## config.mk

```make
export PLATFORM = sky130hd
export DESIGN_NAME = hazard_ctrl_flat
export DESIGN_NICKNAME = d
export VERILOG_FILES = /design/src/rtl/hazard_ctrl_if.sv /design/src/rtl/hazard_ctrl.sv /design/src/flat_wrapper.sv
export SDC_FILE = /design/constraint.sdc
export NUM_CORES = 1
export LEC_CHECK = 0
export CAP_MARGIN = 40
export CORE_MARGIN = 2
export CORE_UTILIZATION = 25
export DETAILED_ROUTE_END_ITERATION = 8
export DONT_BUFFER_PORTS = 1
export SLEW_MARGIN = 20
export SYNTH_ARGS = -nofsm -noshare
export SYNTH_HDL_FRONTEND = slang
export SYNTH_SLANG_ARGS = --single-unit
```

## constraint.sdc

```tcl
create_clock -name clk -period 4.9 [get_ports clk]
set_input_delay 0.98 -clock clk [delete_from_list [all_inputs] [get_ports clk]]
set_output_delay 0.98 -clock clk [all_outputs]
set_load 0.01 [all_outputs]
```

## src/rtl/hazard_ctrl_if.sv

```systemverilog
// Signal bundle between the pipeline datapath and the hazard controller.
// The datapath is the master: it reports stage contents and receives the control and forwarding selects.
interface hazard_ctrl_if #(
    parameter int CNT_W = 16
);
    logic [4:0]       id_rn;
    logic [4:0]       id_rm;
    logic             id_uses_rn;
    logic             id_uses_rm;
    logic             id_is_bcond;
    logic [4:0]       ex_rd;
    logic             ex_memread;
    logic             ex_sets_flags;
    logic [4:0]       ex_rn;
    logic [4:0]       ex_rm;
    logic             br_taken;
    logic [4:0]       mem_rd;
    logic [4:0]       wb_rd;
    logic             mem_regwrite;
    logic             wb_regwrite;
    logic             pc_we;
    logic             ifid_we;
    logic             ifid_flush;
    logic             idex_bubble;
    logic [1:0]       fwd_a;
    logic [1:0]       fwd_b;
    logic [CNT_W-1:0] stall_cycles;
    logic [CNT_W-1:0] flush_cycles;

    modport master (
        output id_rn, id_rm, id_uses_rn, id_uses_rm, id_is_bcond,
               ex_rd, ex_memread, ex_sets_flags, ex_rn, ex_rm, br_taken,
               mem_rd, wb_rd, mem_regwrite, wb_regwrite,
        input  pc_we, ifid_we, ifid_flush, idex_bubble, fwd_a, fwd_b,
               stall_cycles, flush_cycles
    );

    modport slave (
        input  id_rn, id_rm, id_uses_rn, id_uses_rm, id_is_bcond,
               ex_rd, ex_memread, ex_sets_flags, ex_rn, ex_rm, br_taken,
               mem_rd, wb_rd, mem_regwrite, wb_regwrite,
        output pc_we, ifid_we, ifid_flush, idex_bubble, fwd_a, fwd_b,
               stall_cycles, flush_cycles
    );
endinterface

```

## src/rtl/hazard_ctrl.sv

```systemverilog
// Hazard and sequencing controller for the 5-stage pipeline: load-use and flag-use stalls,
// taken-branch flushes, EX operand forwarding selects and saturating stall/flush counters.
module hazard_ctrl #(
    parameter int LOAD_STALL_CYCLES = 1,
    parameter int BRANCH_PENALTY    = 1,
    parameter int CNT_W             = 16
) (
    input logic        clk,
    input logic        reset,
    hazard_ctrl_if.slave hz
);
    localparam int MAX_P = (LOAD_STALL_CYCLES > BRANCH_PENALTY) ? LOAD_STALL_CYCLES : BRANCH_PENALTY;
    localparam int CW    = (MAX_P > 2) ? $clog2(MAX_P) : 1;

    localparam logic [CW-1:0] LS_LOAD = CW'(LOAD_STALL_CYCLES - 1);
    localparam logic [CW-1:0] BP_LOAD = CW'(BRANCH_PENALTY - 1);
    localparam logic [CW-1:0] CNT_ONE = CW'(1);

    typedef enum logic [1:0] {
        RUN    = 2'd0,
        LSTALL = 2'd1,
        FSTALL = 2'd2,
        FLUSH  = 2'd3
    } state_e;

    state_e           state_q, state_d;
    logic [CW-1:0]    cnt_q, cnt_d;
    logic             fuPrev_q, fuPrev_d;
    logic [CNT_W-1:0] stallCnt_q, stallCnt_d;
    logic [CNT_W-1:0] flushCnt_q, flushCnt_d;

    logic luHaz;
    logic fuHaz;
    logic brHaz;
    logic pcWe;
    logic ifidWe;
    logic ifidFlush;
    logic idexBubble;

    // XZR (register 31) is never a real producer, so it can never create a dependency.
    assign luHaz = hz.ex_memread && (hz.ex_rd != 5'd31) &&
                   ((hz.id_uses_rn && (hz.id_rn == hz.ex_rd)) ||
                    (hz.id_uses_rm && (hz.id_rm == hz.ex_rd)));
    assign fuHaz = hz.id_is_bcond && hz.ex_sets_flags;
    assign brHaz = hz.br_taken;

    always_ff @(posedge clk or posedge reset) begin
        if (reset) begin
            state_q    <= RUN;
            cnt_q      <= '0;
            fuPrev_q   <= 1'b0;
            stallCnt_q <= '0;
            flushCnt_q <= '0;
        end else begin
            state_q    <= state_d;
            cnt_q      <= cnt_d;
            fuPrev_q   <= fuPrev_d;
            stallCnt_q <= stallCnt_d;
            flushCnt_q <= flushCnt_d;
        end
    end

    // A taken branch overrides everything, including an ongoing stall or an earlier flush.
    always_comb begin
        state_d    = state_q;
        cnt_d      = cnt_q;
        pcWe       = 1'b1;
        ifidWe     = 1'b1;
        ifidFlush  = 1'b0;
        idexBubble = 1'b0;

        if (brHaz) begin
            ifidFlush  = 1'b1;
            idexBubble = 1'b1;
            if (BRANCH_PENALTY > 1) begin
                state_d = FLUSH;
                cnt_d   = BP_LOAD;
            end else begin
                state_d = RUN;
                cnt_d   = '0;
            end
        end else begin
            case (state_q)
                RUN: begin
                    if (luHaz) begin
                        pcWe       = 1'b0;
                        ifidWe     = 1'b0;
                        idexBubble = 1'b1;
                        if (LOAD_STALL_CYCLES > 1) begin
                            state_d = LSTALL;
                            cnt_d   = LS_LOAD;
                        end
                    end else if (fuHaz) begin
                        pcWe       = 1'b0;
                        ifidWe     = 1'b0;
                        idexBubble = 1'b1;
                        if (fuPrev_q) begin
                            state_d = FSTALL;
                        end
                    end
                end
                LSTALL: begin
                    pcWe       = 1'b0;
                    ifidWe     = 1'b0;
                    idexBubble = 1'b1;
                    if (cnt_q == CNT_ONE) begin
                        state_d = RUN;
                        cnt_d   = '0;
                    end else begin
                        cnt_d = cnt_q - CNT_ONE;
                    end
                end
                FSTALL: begin
                    pcWe       = 1'b0;
                    ifidWe     = 1'b0;
                    idexBubble = 1'b1;
                    state_d    = RUN;
                end
                FLUSH: begin
                    ifidFlush  = 1'b1;
                    idexBubble = 1'b1;
                    if (cnt_q == CNT_ONE) begin
                        state_d = RUN;
                        cnt_d   = '0;
                    end else begin
                        cnt_d = cnt_q - CNT_ONE;
                    end
                end
                default: begin
                    state_d = RUN;
                    cnt_d   = '0;
                end
            endcase
        end
    end

    // Counters stick at all-ones so a long debug run never wraps back to a small value.
    always_comb begin
        fuPrev_d   = fuHaz;
        stallCnt_d = stallCnt_q;
        flushCnt_d = flushCnt_q;
        if (!pcWe && (stallCnt_q != '1)) begin
            stallCnt_d = stallCnt_q + CNT_W'(1);
        end
        if (ifidFlush && (flushCnt_q != '1)) begin
            flushCnt_d = flushCnt_q + CNT_W'(1);
        end
    end

    // The youngest producer (EX/MEM) holds the newest value, so it beats MEM/WB.
    always_comb begin
        hz.fwd_a = 2'b00;
        hz.fwd_b = 2'b00;
        if (hz.mem_regwrite && (hz.mem_rd != 5'd31) && (hz.mem_rd == hz.ex_rn)) begin
            hz.fwd_a = 2'b10;
        end else if (hz.wb_regwrite && (hz.wb_rd != 5'd31) && (hz.wb_rd == hz.ex_rn)) begin
            hz.fwd_a = 2'b01;
        end
        if (hz.mem_regwrite && (hz.mem_rd != 5'd31) && (hz.mem_rd == hz.ex_rm)) begin
            hz.fwd_b = 2'b10;
        end else if (hz.wb_regwrite && (hz.wb_rd != 5'd31) && (hz.wb_rd == hz.ex_rm)) begin
            hz.fwd_b = 2'b01;
        end
    end

    assign hz.pc_we        = pcWe;
    assign hz.ifid_we      = ifidWe;
    assign hz.ifid_flush   = ifidFlush;
    assign hz.idex_bubble  = idexBubble;
    assign hz.stall_cycles = stallCnt_q;
    assign hz.flush_cycles = flushCnt_q;

    // A flag-use stall bubbles the flag setter out of EX, so the hazard can never repeat back to back.
    flagUseOnce: assert property (@(posedge clk) disable iff (reset) !(fuPrev_q && fuHaz && !brHaz))
        else $error("hazard_ctrl: flag-use hazard persisted for two consecutive cycles");

endmodule
```

## src/flat_wrapper.sv

```systemverilog
// flat-port wrapper written by rule: the top's interface ports become plain ports
module hazard_ctrl_flat 
#(
    parameter int LOAD_STALL_CYCLES = 1,
    parameter int BRANCH_PENALTY    = 1,
    parameter int CNT_W             = 16
)
  (clk, reset, hz_id_rn, hz_id_rm, hz_id_uses_rn, hz_id_uses_rm, hz_id_is_bcond, hz_ex_rd, hz_ex_memread, hz_ex_sets_flags, hz_ex_rn, hz_ex_rm, hz_br_taken, hz_mem_rd, hz_wb_rd, hz_mem_regwrite, hz_wb_regwrite, hz_pc_we, hz_ifid_we, hz_ifid_flush, hz_idex_bubble, hz_fwd_a, hz_fwd_b, hz_stall_cycles, hz_flush_cycles);
  hazard_ctrl_if #(.CNT_W(CNT_W)) hz_i ();
  input logic clk;
  input logic reset;
  input wire logic [$bits(hz_i.id_rn)-1:0] hz_id_rn;
  input wire logic [$bits(hz_i.id_rm)-1:0] hz_id_rm;
  input wire logic [$bits(hz_i.id_uses_rn)-1:0] hz_id_uses_rn;
  input wire logic [$bits(hz_i.id_uses_rm)-1:0] hz_id_uses_rm;
  input wire logic [$bits(hz_i.id_is_bcond)-1:0] hz_id_is_bcond;
  input wire logic [$bits(hz_i.ex_rd)-1:0] hz_ex_rd;
  input wire logic [$bits(hz_i.ex_memread)-1:0] hz_ex_memread;
  input wire logic [$bits(hz_i.ex_sets_flags)-1:0] hz_ex_sets_flags;
  input wire logic [$bits(hz_i.ex_rn)-1:0] hz_ex_rn;
  input wire logic [$bits(hz_i.ex_rm)-1:0] hz_ex_rm;
  input wire logic [$bits(hz_i.br_taken)-1:0] hz_br_taken;
  input wire logic [$bits(hz_i.mem_rd)-1:0] hz_mem_rd;
  input wire logic [$bits(hz_i.wb_rd)-1:0] hz_wb_rd;
  input wire logic [$bits(hz_i.mem_regwrite)-1:0] hz_mem_regwrite;
  input wire logic [$bits(hz_i.wb_regwrite)-1:0] hz_wb_regwrite;
  output wire logic [$bits(hz_i.pc_we)-1:0] hz_pc_we;
  output wire logic [$bits(hz_i.ifid_we)-1:0] hz_ifid_we;
  output wire logic [$bits(hz_i.ifid_flush)-1:0] hz_ifid_flush;
  output wire logic [$bits(hz_i.idex_bubble)-1:0] hz_idex_bubble;
  output wire logic [$bits(hz_i.fwd_a)-1:0] hz_fwd_a;
  output wire logic [$bits(hz_i.fwd_b)-1:0] hz_fwd_b;
  output wire logic [$bits(hz_i.stall_cycles)-1:0] hz_stall_cycles;
  output wire logic [$bits(hz_i.flush_cycles)-1:0] hz_flush_cycles;
  assign hz_i.id_rn = hz_id_rn;
  assign hz_i.id_rm = hz_id_rm;
  assign hz_i.id_uses_rn = hz_id_uses_rn;
  assign hz_i.id_uses_rm = hz_id_uses_rm;
  assign hz_i.id_is_bcond = hz_id_is_bcond;
  assign hz_i.ex_rd = hz_ex_rd;
  assign hz_i.ex_memread = hz_ex_memread;
  assign hz_i.ex_sets_flags = hz_ex_sets_flags;
  assign hz_i.ex_rn = hz_ex_rn;
  assign hz_i.ex_rm = hz_ex_rm;
  assign hz_i.br_taken = hz_br_taken;
  assign hz_i.mem_rd = hz_mem_rd;
  assign hz_i.wb_rd = hz_wb_rd;
  assign hz_i.mem_regwrite = hz_mem_regwrite;
  assign hz_i.wb_regwrite = hz_wb_regwrite;
  assign hz_pc_we = hz_i.pc_we;
  assign hz_ifid_we = hz_i.ifid_we;
  assign hz_ifid_flush = hz_i.ifid_flush;
  assign hz_idex_bubble = hz_i.idex_bubble;
  assign hz_fwd_a = hz_i.fwd_a;
  assign hz_fwd_b = hz_i.fwd_b;
  assign hz_stall_cycles = hz_i.stall_cycles;
  assign hz_flush_cycles = hz_i.flush_cycles;
  hazard_ctrl #(.LOAD_STALL_CYCLES(LOAD_STALL_CYCLES), .BRANCH_PENALTY(BRANCH_PENALTY), .CNT_W(CNT_W)) u_core (.clk(clk), .reset(reset), .hz(hz_i));
endmodule
```

==> results by group <==
Synth
  • Dominant cells by area after synthesis: dfrtp_1 42%, xnor2_1 18%, xor2_1 6.8%
  • Top FF cell, synth: dfrtp_1
  • Post-synth EDFFs: 0
  • Top-area cell type share of the netlist area: 41.6%
  • Synth Warn #: 0
  • Distinct cells, synth: 34
  • Mapped Cells: 201
  • Yosys top cell by area: dfrtp_1
  • Syn nets: 248
  • Seq/Total Area, Yosys: 41.6%
  • Avg Cell Area, Syn: 10.2 µm²
  • Cell Area, Synth: 0.00205 mm²
  • Ys async rst share: 100%
  • Seq cells post-synth: 34

Cells and area
  • Fin area: 0.00225 mm²
  • Fillers: 876
  • # nets final: 251
  • Non-Filler Instances: 310
  • Ant. Diodes: 0
  • Commonest non-fill, non-tap cell in the layout: xnor2_1
  • Synth-to-Final Area Change: 9.72%
  • Most frequent cells in the layout: 41 x xnor2_1, 34 x dfrtp_1, 22 x nand3_1
  • Layout cell share with drive strength beyond 1: 10.7%
  • Final core utilization: 27.8%

Timing
  • Fmax: 326 MHz
  • RSZ-0062 raised after global routing: no
  • Final setup fails: 0
  • Final hold vios: 0
  • Max-slew headroom: 56.8%
  • Final worst-path cycle share: 62.6%
  • Slew Limit Fails: 0
  • Worst Skew: 7.65 ps
  • Measured slew at the worst slew-check pin: 642 ps
  • Post-layout min period: 3070 ps
  • Setup TNS: 0 ps

Setup path
  • Kind of critical path: input port to output port
  • WP data required: 3920 ps
  • CP Launch Point: hz_wb_rd[4]
  • CP Capture Type: output port
  • CP arrival: 2090 ps
  • Reg2Reg Launch Point: u_core.hz.stall_cycles[0]
  • FF-to-FF setup slack: 2550 ps
  • Crit-path max FO: 3
  • Startpoint Class: input port

Power and ir drop
  • Leak pwr: 0.912 nW
  • P per Cell Area: 344 mW/mm²
  • Peak supply drop: 0.104 mV
  • Total power: 0.000773 W

Hold path
  • Hold Crit Class: register to register
  • Hold_sp: u_core.state_q[1]

Clock network
  • Clk sink count: 34
  • CTS HTree Levels: 2
  • Post-CTS Setup Repair Bufs: 0
  • Worst-case clock buffer depth: 2
  • Root buf cell: clkbuf_8
  • Worst skew pair latency: 280 ps
  • Clock slew at reported path FFs: 80 ps
  • TritonCTS buffer count: 5
  • TritonCTS clock tree: yes
  • CTS Hold Bufs: 0
  • Post-CTS resize count: 0

Flow run
  • Max-cap viol count: 0

Global route
  • GR Overflow Total: 0
  • Initial antenna violation count: 0
  • Number of global-route vias before repair: 1607
  • First-pass GRT wire length: 7370 µm
  • Pin count of the biggest net entering global routing: 27
  • Tot GR Track Use: 10.7%

Floorplan
  • Initial core utilization: 25.3%
  • FP Rows: 33
  • Die Width: 94.5 µm
  • Die footprint: 0.00893 mm²
  • Die height: 94.5 µm
  • Num ports: 85
  • Core ar.: 0.00809 mm²

Place
  • Cells after DPL: 302
  • GP Congestion: 0.798
  • Post-DP Area: 0.00215 mm²
  • Post-detail-place hpwl: 3600 µm
  • # port buffers: 0

Route
  • Antenna Nets Post-Route: 0
  • Detailed Route WL: 4570 µm
  • Vias/cell: 4.75
  • Pre-antenna DRT Iters: 4
  • Residual DRC: 0
  • 1st-iter DRT viols: 76
  • WL/cell: 14.7 µm
  • Vias: 1472

Outcome
  • Outcome: finished clean
==> cells by family (layout without fill, tap and decap cells) <==
logic type	Yosys count	count (layout)	synth area share [%]
AOI/OAI and AO/OA	10	10	3.30
muxes	3	3	2.02
buffers and inverters	10	14	2.63
xor gates and xnor gates	57	57	24.4
and+or+nand+nor	85	85	24.9
adders and majority gates	2	2	1.22
DFF	34	34	41.6
==> sequential cells by signal (all words and copies together) (netlist names) <==
| signal | cells |
|---|---|
| u_core.hz.flush_cycles | 16 |
| u_core.hz.stall_cycles | 16 |
| u_core.fuPrev_q | 1 |
| u_core.state_q | 1 |
==> power by group <==
part | leakage (nW) | internal, W | total [W] | switching (W)
Clock | 0.0472 | 0.000113 | 0.000219 | 0.000106
Sequential | 0.454 | 0.000328 | 0.000426 | 0.0000984
Combinational | 0.410 | 0.0000735 | 0.000128 | 0.0000544
==> through the flow <==
stage | hold WS [ps] | worst slack [ps]
6_report | 458 | 1830
5_1_grt | 479 | 1730
4_1_cts | 459 | 1830
3_5_place_dp | 448 | 1830
3_3_place_gp | 440 | 1850
2_1_floorplan | 422 | 1940
==> final timing paths <==
kind	endpoint	cells after the start
min in group asynchronous	u_core.hz.flush_cycles[14]	1
worst min register to register	u_core.state_q[1]	1
max in group asynchronous	u_core.hz.stall_cycles[5]	2
worst max-delay path	hz_fwd_b[0]	4
worst min-delay path	u_core.state_q[1]	1
worst max register to register	u_core.hz.stall_cycles[1]	6
==> critical path: stages <==
cell	delay, ps
nand2_1	50
o21ai_0	100
or4_1	540
nor4_1	410
==> synth_stat cells (2+ instances only) <==
library cell and count:
nor2_1 3, dfrtp_1 34, mux2_4 2, o21ai_0 3, buf_4 4, a31oi_1 3, nand3_1 22, nor3_2 2
nor4_1 5, nand2_1 15, xor2_1 16, nand4_1 12, ha_1 2, xnor2_1 41, inv_1 5, or4_1 3
and3_1 10, and2_1 3
==> cell type report <==
cell class	count	area, µm²	area share (%)
multi-input combinational	157	1140	50.9
clock inverter	2	12.5	0.557
timing repair buffer	1	7.51	0.334
clock buffer	6	82.6	3.68
sequential	34	851	37.9
inverter	5	18.8	0.836
tap	105	131	5.85
==> routing by layer <==
layer / track usage (%) / routed length, µm / up-vias
li1: - / - / 707
met4: 3.74 / 51 / 0
met2: 19.1 / 2270 / 71
met5: 0 / 0 / -
met1: 11.3 / 1840 / 690
met3: 4.39 / 408 / 4
(Power assumes the default switching activity.)
